==> config.mk <==
export PLATFORM = sky130hd
export DESIGN_NAME = fetch_stage
export DESIGN_NICKNAME = d
export VERILOG_FILES = /design/src/rtl/core_pkg.sv /design/src/rtl/pipe_reg_en_clr.sv /design/src/rtl/fetch_stage.sv
export SDC_FILE = /design/constraint.sdc
export NUM_CORES = 1
export LEC_CHECK = 0
export CAP_MARGIN = 5
export CORE_ASPECT_RATIO = 0.6
export CORE_MARGIN = 5
export CORE_UTILIZATION = 25
export DETAILED_ROUTE_END_ITERATION = 10
export PLACE_DENSITY_LB_ADDON = 0.3
export RECOVER_POWER = 50
export REMOVE_ABC_BUFFERS = 1
export SLEW_MARGIN = 0
export SYNTH_ARGS = -nofsm -noshare
export SYNTH_HDL_FRONTEND = slang
export SYNTH_HIERARCHICAL = 1
export SYNTH_SLANG_ARGS = --single-unit
export TNS_END_PERCENT = 100
==> constraint.sdc <==
create_clock -name clk -period 3.5 [get_ports clk]
set_clock_uncertainty 0.1 [all_clocks]
set_input_delay 0.525 -clock clk [delete_from_list [all_inputs] [get_ports clk]]
set_output_delay 0.525 -clock clk [all_outputs]
set_load 0.01 [all_outputs]
==> src/rtl/core_pkg.sv <==
// Shared constants for the RV32I core: datapath width, reset PC and the bubble instruction.
package core_pkg;
  localparam int          XLEN      = 32;
  localparam logic [31:0] RESET_PC  = 32'h0000_0000;
  localparam logic [31:0] NOP_INSTR = 32'h0000_0013;  // addi x0,x0,0

  // Redirect targets are word aligned; the low two bits are dropped rather than trapped.
  function automatic logic [XLEN-1:0] align_word(input logic [XLEN-1:0] addr);
    return {addr[XLEN-1:2], 2'b00};
  endfunction
endpackage

==> src/rtl/pipe_reg_en_clr.sv <==
// Width-generic pipeline register: synchronous active-low reset, synchronous clear, load enable.
module pipe_reg_en_clr #(
  parameter int           W       = 32,
  parameter logic [W-1:0] RST_VAL = '0,
  parameter logic [W-1:0] CLR_VAL = '0
) (
  input  logic         clk,
  input  logic         rst_n,
  input  logic         en_i,
  input  logic         clr_i,
  input  logic [W-1:0] d_i,
  output logic [W-1:0] q_o
);
  logic [W-1:0] q_q;

  // Reset beats clear, clear beats enable, otherwise hold.
  always_ff @(posedge clk) begin
    if (!rst_n) begin
      q_q <= RST_VAL;
    end else if (clr_i) begin
      q_q <= CLR_VAL;
    end else if (en_i) begin
      q_q <= d_i;
    end else begin
      q_q <= q_q;
    end
  end

  assign q_o = q_q;
endmodule

==> src/rtl/fetch_stage.sv <==
// Instruction-fetch stage with IF/ID register: PC, PC+4, redirect mux and the Decode latch.
module fetch_stage
  import core_pkg::*;
#(
  parameter int            XLEN_P      = XLEN,
  parameter logic [XLEN_P-1:0] RESET_PC_P = RESET_PC,
  parameter logic [31:0]   NOP_INSTR_P = NOP_INSTR
) (
  input  logic              clk,
  input  logic              rst_n,
  input  logic              StallF,
  input  logic              StallD,
  input  logic              FlushD,
  input  logic              PCSrcE,
  input  logic [XLEN_P-1:0] PCTargetE,
  input  logic [31:0]       InstrF,
  output logic [XLEN_P-1:0] PCF,
  output logic [31:0]       InstrD,
  output logic [XLEN_P-1:0] PCD,
  output logic [XLEN_P-1:0] PCPlus4D,
  output logic              ValidD
);
  localparam int BW = 1 + XLEN_P + XLEN_P + 32;
  localparam logic [BW-1:0] D_BUBBLE = {1'b0, {XLEN_P{1'b0}}, {XLEN_P{1'b0}}, NOP_INSTR_P};

  logic [XLEN_P-1:0] pc_q;
  logic [XLEN_P-1:0] pc_d;
  logic [XLEN_P-1:0] pc_plus4_s;
  logic [BW-1:0]     ifid_d;
  logic [BW-1:0]     ifid_q;

  assign pc_plus4_s = pc_q + XLEN_P'(4);

  // Next-PC select: a redirect from Execute overrides sequential fetch.
  always_comb begin
    pc_d = pc_plus4_s;
    if (PCSrcE) begin
      pc_d = {PCTargetE[XLEN_P-1:2], 2'b00};
    end else begin
      pc_d = pc_plus4_s;
    end
  end

  // Redirect must land even while the hazard unit holds the PC.
  pipe_reg_en_clr #(
    .W      (XLEN_P),
    .RST_VAL(RESET_PC_P),
    .CLR_VAL({XLEN_P{1'b0}})
  ) u_pc_reg (
    .clk  (clk),
    .rst_n(rst_n),
    .en_i (~StallF | PCSrcE),
    .clr_i(1'b0),
    .d_i  (pc_d),
    .q_o  (pc_q)
  );

  assign ifid_d = {1'b1, pc_plus4_s, pc_q, InstrF};

  pipe_reg_en_clr #(
    .W      (BW),
    .RST_VAL(D_BUBBLE),
    .CLR_VAL(D_BUBBLE)
  ) u_ifid_reg (
    .clk  (clk),
    .rst_n(rst_n),
    .en_i (~StallD),
    .clr_i(FlushD),
    .d_i  (ifid_d),
    .q_o  (ifid_q)
  );

  assign PCF                            = pc_q;
  assign {ValidD, PCPlus4D, PCD, InstrD} = ifid_q;
endmodule

After elaboration in Yosys (flattened, before gate mapping). Cells that the tools add are included.

Bits in registers: 129. Input bits: 70. Output and inout port bits: 129. Logic and storage cells: 8.

$add $sub $neg: 1. Muxes and demuxes: 1. Bitwise operators: 3. Reduce and logical (&&, ||, !) cells: 1.

Operator list (number): $add A32 B3 Y32 const B (1); $mux W32 (1); $not A1 Y1 (2); $reduce_or A2 Y1 (1); $or A1 B1 Y1 (1).

Logic depth before layout (Yosys ltp). Gate-level depths: netlist of the first run.

Depth in word-level cells: 2. Depth in mapped cells: 9. Gate-level depth less buffers: 7.

Modules after synthesis. Netlist of the first run, hierarchy kept.

By module, submodules not included: pipe_reg_en_clr (u_ifid_reg) (instances 1, cells an instance 314, area each 3465.8 um^2, seq. area each 1941.9 um^2); pipe_reg_en_clr (u_pc_reg) (instances 1, cells an instance 104, area each 1173.6 um^2, seq. area each 640.6 um^2); fetch_stage (instances 1, cells an instance 174, area each 1109.8 um^2, seq. area each 0.0 um^2).

Worst setup path after synthesis of the first run. Ideal clock, no wire load.

Kind: reg-to-reg. Start point: register u_pc_reg.q_q[2] (netlist: u_pc_reg/q_o[2]). End point: register u_pc_reg.q_q[20] (netlist: u_pc_reg/q_o[20]). Library setup time: 0.064 ns. Arrival: 2.105 ns. Data required time: 3.336 ns. Setup slack: 1.231 ns. Stages on the path, launching flop included: 8. Path buffers: 0. Clock period less this slack: 2.269 ns. Cells stage by stage: dfxtp_1 -> ha_1 -> nand3_1 -> or4_1 -> or3_1 -> a31oi_1 -> mux2i_1 -> nor2_1.

Longest elaborated chain between the ends: 2.

RTL lines: start, declared (line pipe_reg_en_clr.sv:14) `logic [W-1:0] q_q;`; start signal, assigned (line pipe_reg_en_clr.sv:23) `q_q <= d_i;`; start signal, assigned (line pipe_reg_en_clr.sv:25) `q_q <= q_q;`; $add A32 B3 Y32 (line fetch_stage.sv:32) `assign pc_plus4_s = pc_q + XLEN_P'(4);`; $mux W32 (line fetch_stage.sv:37) `if (PCSrcE) begin`; net pc_d[20] (line fetch_stage.sv:27) `logic [XLEN_P-1:0] pc_d;`.

The timed path passes the listed nets, and every way through them passes these cells. A chain may end at the register's enable or synchronous reset.

Worst setup path in the final report of the first run.
Start point: input port PCSrcE. End point: register u_pc_reg.q_q[27] (netlist: u_pc_reg/q_o[27]).

Longest elaborated chain between the ends: 1. Elaborated cells on any way between the ends: 2.

RTL lines: start, declared (line fetch_stage.sv:14) `input logic PCSrcE,`; $mux W32 or $or A1 B1 Y1 (tied branches) (line fetch_stage.sv:37, fetch_stage.sv:52).

Parallel ways exist; a longest one is shown, timed or not.

==> metrics.csv, run 1 <==
stage;metric;value;unit
outcome;outcome;finished with violations;
route;Routed Antenna Nets;0;
worst_hold_path;min-delay src;u_ifid_reg/q_o[54];
cells_and_area;share of cells above drive strength 1;0.0744;
yosys;Gate Count Post-Synth;592;
clocking;# H-tree levels;4;
timing;max-slew violation count;46;
cells_and_area;nets;853;
global_route;largest net degree at the start of global routing;49;
global_route;Global Route Usage Sum;0.140;
floorplanning;die height;127;um
worst_setup_path;CP required;3690;ps
global_route;first-pass GRT wire length;27900;um
outcome;failing checks;max-capacitance violations, max-slew violations;
floorplanning;# rows;43;
worst_setup_path;Worst R2R Start;u_pc_reg/q_o[2];
route;Routed Wire Length;18200;um
pwr;LEAKAGE;3.60;nW
floorplanning;I/O pins;199;
global_route;vias in the first global route;4681;
yosys;asr flop ratio synth;0;
cells_and_area;Design Area, Final;0.00850;mm2
timing;Max-slew headroom;-0.405;
worst_setup_path;CP Class;in -> reg;
yosys;leading cell types by count after synthesis;nor2_1, dfxtp_1, mux2i_1, nand2_1, mux2_2;
yosys;register bit count reported by yosys;129;
floorplanning;die width;206;um
timing;final hold vios;0;
placement;I/O Buffers;196;
clocking;CTS tree;built;
placement;RD Place Congestion;0.673;
route;via count;4807;
placement;placed cell area;0.00797;mm2
worst_hold_path;hold crit path type;reg -> reg;
clocking;Max Buffers Root-to-Sink;2;
timing;worst slew pin tran;2110;ps
clocking;Sink Count;129;
run;number of max-cap violations;1;
clocking;Hold Buf Count CTS;0;
worst_setup_path;worst-path fanout max;23;
timing;fin crit share;0.827;
yosys;Synth area leader;dfxtp_1;
clocking;post-cts sizing count;0;
timing;Final Critical Period;2890;ps
global_route;grt ovf;0;
yosys;sequential area share after synthesis;0.449;
placement;DP HPWL;13000;um
timing;RSZ-0062 raised after global routing;no;
pwr;maximum VDD drop;0.000335;V
worst_setup_path;critical path data arrival time;3080;ps
route;vias per inst;4.33;
timing;fmax;346;MHz
worst_setup_path;critical path startpoint;PCSrcE;
clocking;clk root buf;clkbuf_16;
clocking;Post-CTS Setup Bufs;0;
floorplanning;effective utilization at floorplan;0.251;
yosys;most common cell in the netlist;nor2_1;
route;Routed WL per cell;16.4;um
pwr;Power Density;427;mW/mm2
yosys;Yosys top cell area share;0.449;
yosys;Syn Std Cell Area;0.00575;mm2
clocking;clk slew on worst S/H paths;50;ps
clocking;Worst-Skew Late Latency;420;ps
global_route;initial antenna violation count;3;
yosys;post-synthesis average cell area;9.71;um2
yosys;top post-synthesis cells by area;dfxtp_1, mux2i_1, nor2_1, mux2_2, buf_12;
worst_setup_path;startpoint types;primary input;
timing;Final setup viols;0;
yosys;ys flop type;dfxtp_1;
floorplanning;core region area;0.0229;mm2
route;DRC viols;0;
clocking;TritonCTS Buffers;17;
yosys;Ys Warns;6;
cells_and_area;synthesis-to-finish area growth;47.8;%
worst_setup_path;Worst Setup End Kind;register;
floorplanning;DIE AREA;0.0262;mm2
yosys;Distinct cells, synth;40;
route;DR pass1 iterations;4;
yosys;Post-synth EDFFs;0;
route;1st-iter DRT viols;153;
pwr;total power;3.63;mW
## cell families after synthesis
family / share of synthesized area
adder cells (fa/ha/maj): 0.00218
XOR/XNOR: 0.0274
buffers and inverters: 0.0564
multiplexers: 0.249
AO/OA/AOI/OAI: 0.0353
flip-flops: 0.449
other: 0.00131
AND/OR/NAND/NOR: 0.180
## registers in the layout, indices dropped and copies added (netlist names)
register        cells
u_ifid_reg/q_o     97
u_pc_reg/q_o       32
## cell type report
type	count	area, um2
sequential	129	2580
inverter	6	27.5
clock inverter	7	85.1
tap	315	394
clock buffer	23	468
antenna	1	2.50
timing repair buffer	209	2090
fill	2311	14400
multi-input combinational	419	2840
## worst max-delay path: stages
cell	delay [ps]
dlygate4sd3_1	590
inv_1	390
nand2_1	520
clkbuf_2	660
mux2i_1	320
nor2_1	60
## report_power, final
group / total (mW) / switching (mW) / internal [mW]
combinational: 0.372 / 0.164 / 0.208
clock: 1.72 / 0.652 / 1.07
sequential: 1.54 / 0.0357 / 1.50
## per-layer routing
layer | share of wire | global-route usage
met5 | 0.0013 | 0
met1 | 0.52 | 0.205
met2 | 0.39 | 0.189
met4 | 0.011 | 0.0348
met3 | 0.077 | 0.0563
## per-stage QoR
step	instances	hold WS, ps	TNS, ps	util	setup slack (ps)
6_report	1109	385	0	0.372	607
5_1_grt	1109	413	0	0.372	392
4_1_cts	1108	394	0	0.373	915
3_5_place_dp	1078	380	0	0.348	928
3_3_place_gp	1078	371	0	0.348	957
2_1_floorplan	554	432	-39510	-	-412
## cell usage in the layout, fill, tap and decap left out, types with 6 or more instances in the layout
master | Yosys | layout
clkbuf_16 | 0 | 17
nor4_1 | 8 | 8
mux2i_1 | 126 | 126
clkdlybuf4s50_1 | 0 | 142
or4_1 | 6 | 6
nand4_1 | 10 | 10
nand2_1 | 25 | 25
a31oi_1 | 10 | 10
dfxtp_1 | 129 | 129
nand3_1 | 10 | 10
nor2b_1 | 9 | 9
nor2_1 | 142 | 142
xnor2_1 | 11 | 11
buf_4 | 6 | 9
xor2_1 | 7 | 7
mux2_2 | 15 | 15
dlygate4sd3_1 | 0 | 54
## worst paths after layout
kind | endpoint | slack (ps) | cells after the start
max | u_pc_reg/q_o[27] | 610 | 6
min | u_ifid_reg/q_o[54] | 380 | 2
max reg2reg | u_pc_reg/q_o[30] | 910 | 8
min reg2reg | u_ifid_reg/q_o[54] | 380 | 2
Note: power is estimated with default switching activity, not from simulation.
==> inputs of run 2 (changes only) <==
Clock period 3.5 ns to 2.6 ns, I/O delays scaled along.
==> metrics.csv, run 2 (synthesis gave the netlist of run 1 again) <==
stage;metric;value;unit;change
floorplanning;die width;206;um;unchanged
pwr;LEAKAGE;3.80;nW;+5.6%
cells_and_area;fin cells;1149;;+3.6%
global_route;met1 usage;0.207;;+0.00199
cells_and_area;most frequent cells in the layout;clkdlybuf4s50_1, nor2_1, dfxtp_1;;
cells_and_area;FILL cells;2332;;+0.91%
pwr;P_int;4.05;mW;+46%
pwr;total power;5.23;mW;+44%
placement;Placed Cells;1117;;+3.6%
floorplanning;core region area;0.0229;mm2;unchanged
run;number of max-cap violations;0;;-1
cells_and_area;nets;892;;+4.6%
clocking;# H-tree levels;4;;unchanged
route;Routed Wire Length;18800;um;+3.4%
clocking;Hold Buf Count CTS;0;;unchanged
cells_and_area;multi-input logic area;0.00285;mm2;about the same
route;DRC viols;0;;unchanged
clocking;Max Buffers Root-to-Sink;2;;unchanged
timing;worst slew pin tran;1070;ps;-1040 ps
floorplanning;effective utilization at floorplan;0.251;;unchanged
global_route;largest net degree at the start of global routing;44;;-10%
timing;Max-slew headroom;0.285;;+0.690
pwr;part of the power in the clock network;0.504;;+0.029
clocking;TritonCTS Buffers;17;;unchanged
clocking;CTS tree;built;;
placement;Placement Setup Slack;305;ps;-623 ps
clocking;clk slew on worst S/H paths;60;ps;about the same
timing;Final Critical Period;2360;ps;
floorplanning;# rows;43;;unchanged
placement;I/O Buffers;196;;unchanged
timing;setup ws final;244;ps;-364 ps
pwr;Power Density;590;mW/mm2;+38%
clocking;Sink Count;129;;unchanged
floorplanning;I/O pins;199;;unchanged
clocking;Worst-Skew Late Latency;420;ps;about the same
worst_setup_path;CP required;2800;ps;-890 ps
placement;RD Place Congestion;0.771;;+15%
worst_hold_path;hold crit path type;reg -> reg;;
clocking;Post-CTS Setup Bufs;0;;unchanged
route;1st-iter DRT viols;212;;+39%
worst_setup_path;critical path data arrival time;2550;ps;-530 ps
timing;Final setup viols;0;;unchanged
timing;RSZ-0062 raised after global routing;no;;
global_route;first-pass GRT wire length;28700;um;+2.8%
global_route;grt ovf;0;;unchanged
global_route;met3 track utilization from global routing;0.0581;;+0.00178
cells_and_area;Sequential Area;0.00258;mm2;unchanged
placement;DP HPWL;13700;um;+5.9%
global_route;initial antenna violation count;1;;-2
clocking;clk root buf;clkbuf_16;;
timing;fin crit share;0.906;;
global_route;Global Route Usage Sum;0.143;;+0.00314
timing;final hold slack;384;ps;-0.154 ps
worst_setup_path;worst-path fanout max;37;;+61%
timing;max-slew violation count;0;;-100%
route;vias per inst;4.35;;+0.43%
global_route;vias in the first global route;4883;;+4.3%
worst_setup_path;startpoint types;primary input;;
placement;placed cell area;0.00828;mm2;+4.0%
cells_and_area;max FFs per register;97;;unchanged
cells_and_area;synthesis-to-finish area growth;54.2;%;
route;DR pass1 iterations;4;;unchanged
pwr;Flop pwr share;0.391;;-0.032
worst_setup_path;CP Class;in -> reg;;
cells_and_area;n_diodes;0;;-1
timing;fmax;424;MHz;
worst_setup_path;Worst Setup End Kind;register;;
route;Routed WL per cell;16.4;um;-0.24%
cells_and_area;Layout Utilization;0.388;;+0.0162
route;Routed Antenna Nets;0;;unchanged
timing;final hold vios;0;;unchanged
global_route;met2 GRT Util;0.199;;+0.0101
global_route;gr busiest metal;met1;;
outcome;outcome;finished, final reports clean;;
pwr;P_sw;1.18;mW;+39%
timing;setup TNS;0;ps;unchanged
cells_and_area;leading cell type in the layout, fill and taps excluded;clkdlybuf4s50_1;;
cells_and_area;Design Area, Final;0.00887;mm2;+4.4%
floorplanning;DIE AREA;0.0262;mm2;unchanged
pwr;maximum VDD drop;0.000442;V;+32%
pwr;Comb power frac;0.105;;+0.003
cells_and_area;share of cells above drive strength 1;0.118;;+0.0431
floorplanning;die height;127;um;unchanged
route;via count;5002;;+4.1%
clocking;post-cts sizing count;0;;unchanged
pwr;Sw Ratio;0.226;;-0.00815
run 2: cell types whose count changed in the layout (fill, tap and decap cells not counted), sizes merged:
cell           change
buf               +32
bufinv             +2
clkbuf             +7
clkdlybuf4s50      +4
clkinv             -1
clkinvlp           +2
diode              -1
dlygate4sd3        -4
inv                -1
run 2: cell type report:
cell class / instances / share of cell area
multi-input cells: 419 / 0.321
flip-flops and latches: 129 / 0.291
repair buffers: 248 / 0.267
clock buffers: 23 / 0.0562
well taps: 315 / 0.0444
clock inverters: 9 / 0.0171
inverters: 6 / 0.00296
run 2: power groups by stage:
| stage | clock network (mW) | logic, mW | registers, mW |
|---|---|---|---|
| 6_report | 2.64 | 0.548 | 2.05 |
| 5_1_grt | 2.82 | 0.594 | 2.05 |
| 4_1_cts | 2.72 | 0.573 | 2.05 |
| 3_5_place_dp | 0 | 0.570 | 2.09 |
| 3_3_place_gp | 0 | 0.568 | 2.09 |
| 2_1_floorplan | 0 | 0.247 | 2.12 |
run 2: worst paths after layout:
path | from | to | slack (ps) | depth (start not counted)
min reg2reg | u_ifid_reg/q_o[20] | u_ifid_reg/q_o[20] | 380 | 2
max reg2reg | u_pc_reg/q_o[15] | u_pc_reg/q_o[26] | 290 | 7
max | StallD | u_ifid_reg/q_o[94] | 240 | 5
min | u_ifid_reg/q_o[20] | u_ifid_reg/q_o[20] | 380 | 2
run 2: layer usage:
| metal | part of all wire | wire [um] | up-vias |
|---|---|---|---|
| met3 | 0.081 | 1520 | 12 |
| li1 | - | - | 2503 |
| met5 | 0.00059 | 11 | - |
| met1 | 0.51 | 9500 | 2350 |
| met4 | 0.0071 | 134 | 2 |
| met2 | 0.41 | 7620 | 135 |
run 2: critical path: stages:
cell	delay, ps
clkdlybuf4s50_1	500
clkinvlp_4	840
buf_6	530
mux2i_1	200
nor2_1	50
==> inputs of run 3 (changes only) <==
Settings changed: ABC_CLOCK_PERIOD_IN_PS set to 2600.
==> results of run 3 <==
The final DEF is identical to that of run 2; final timing and power are the same.
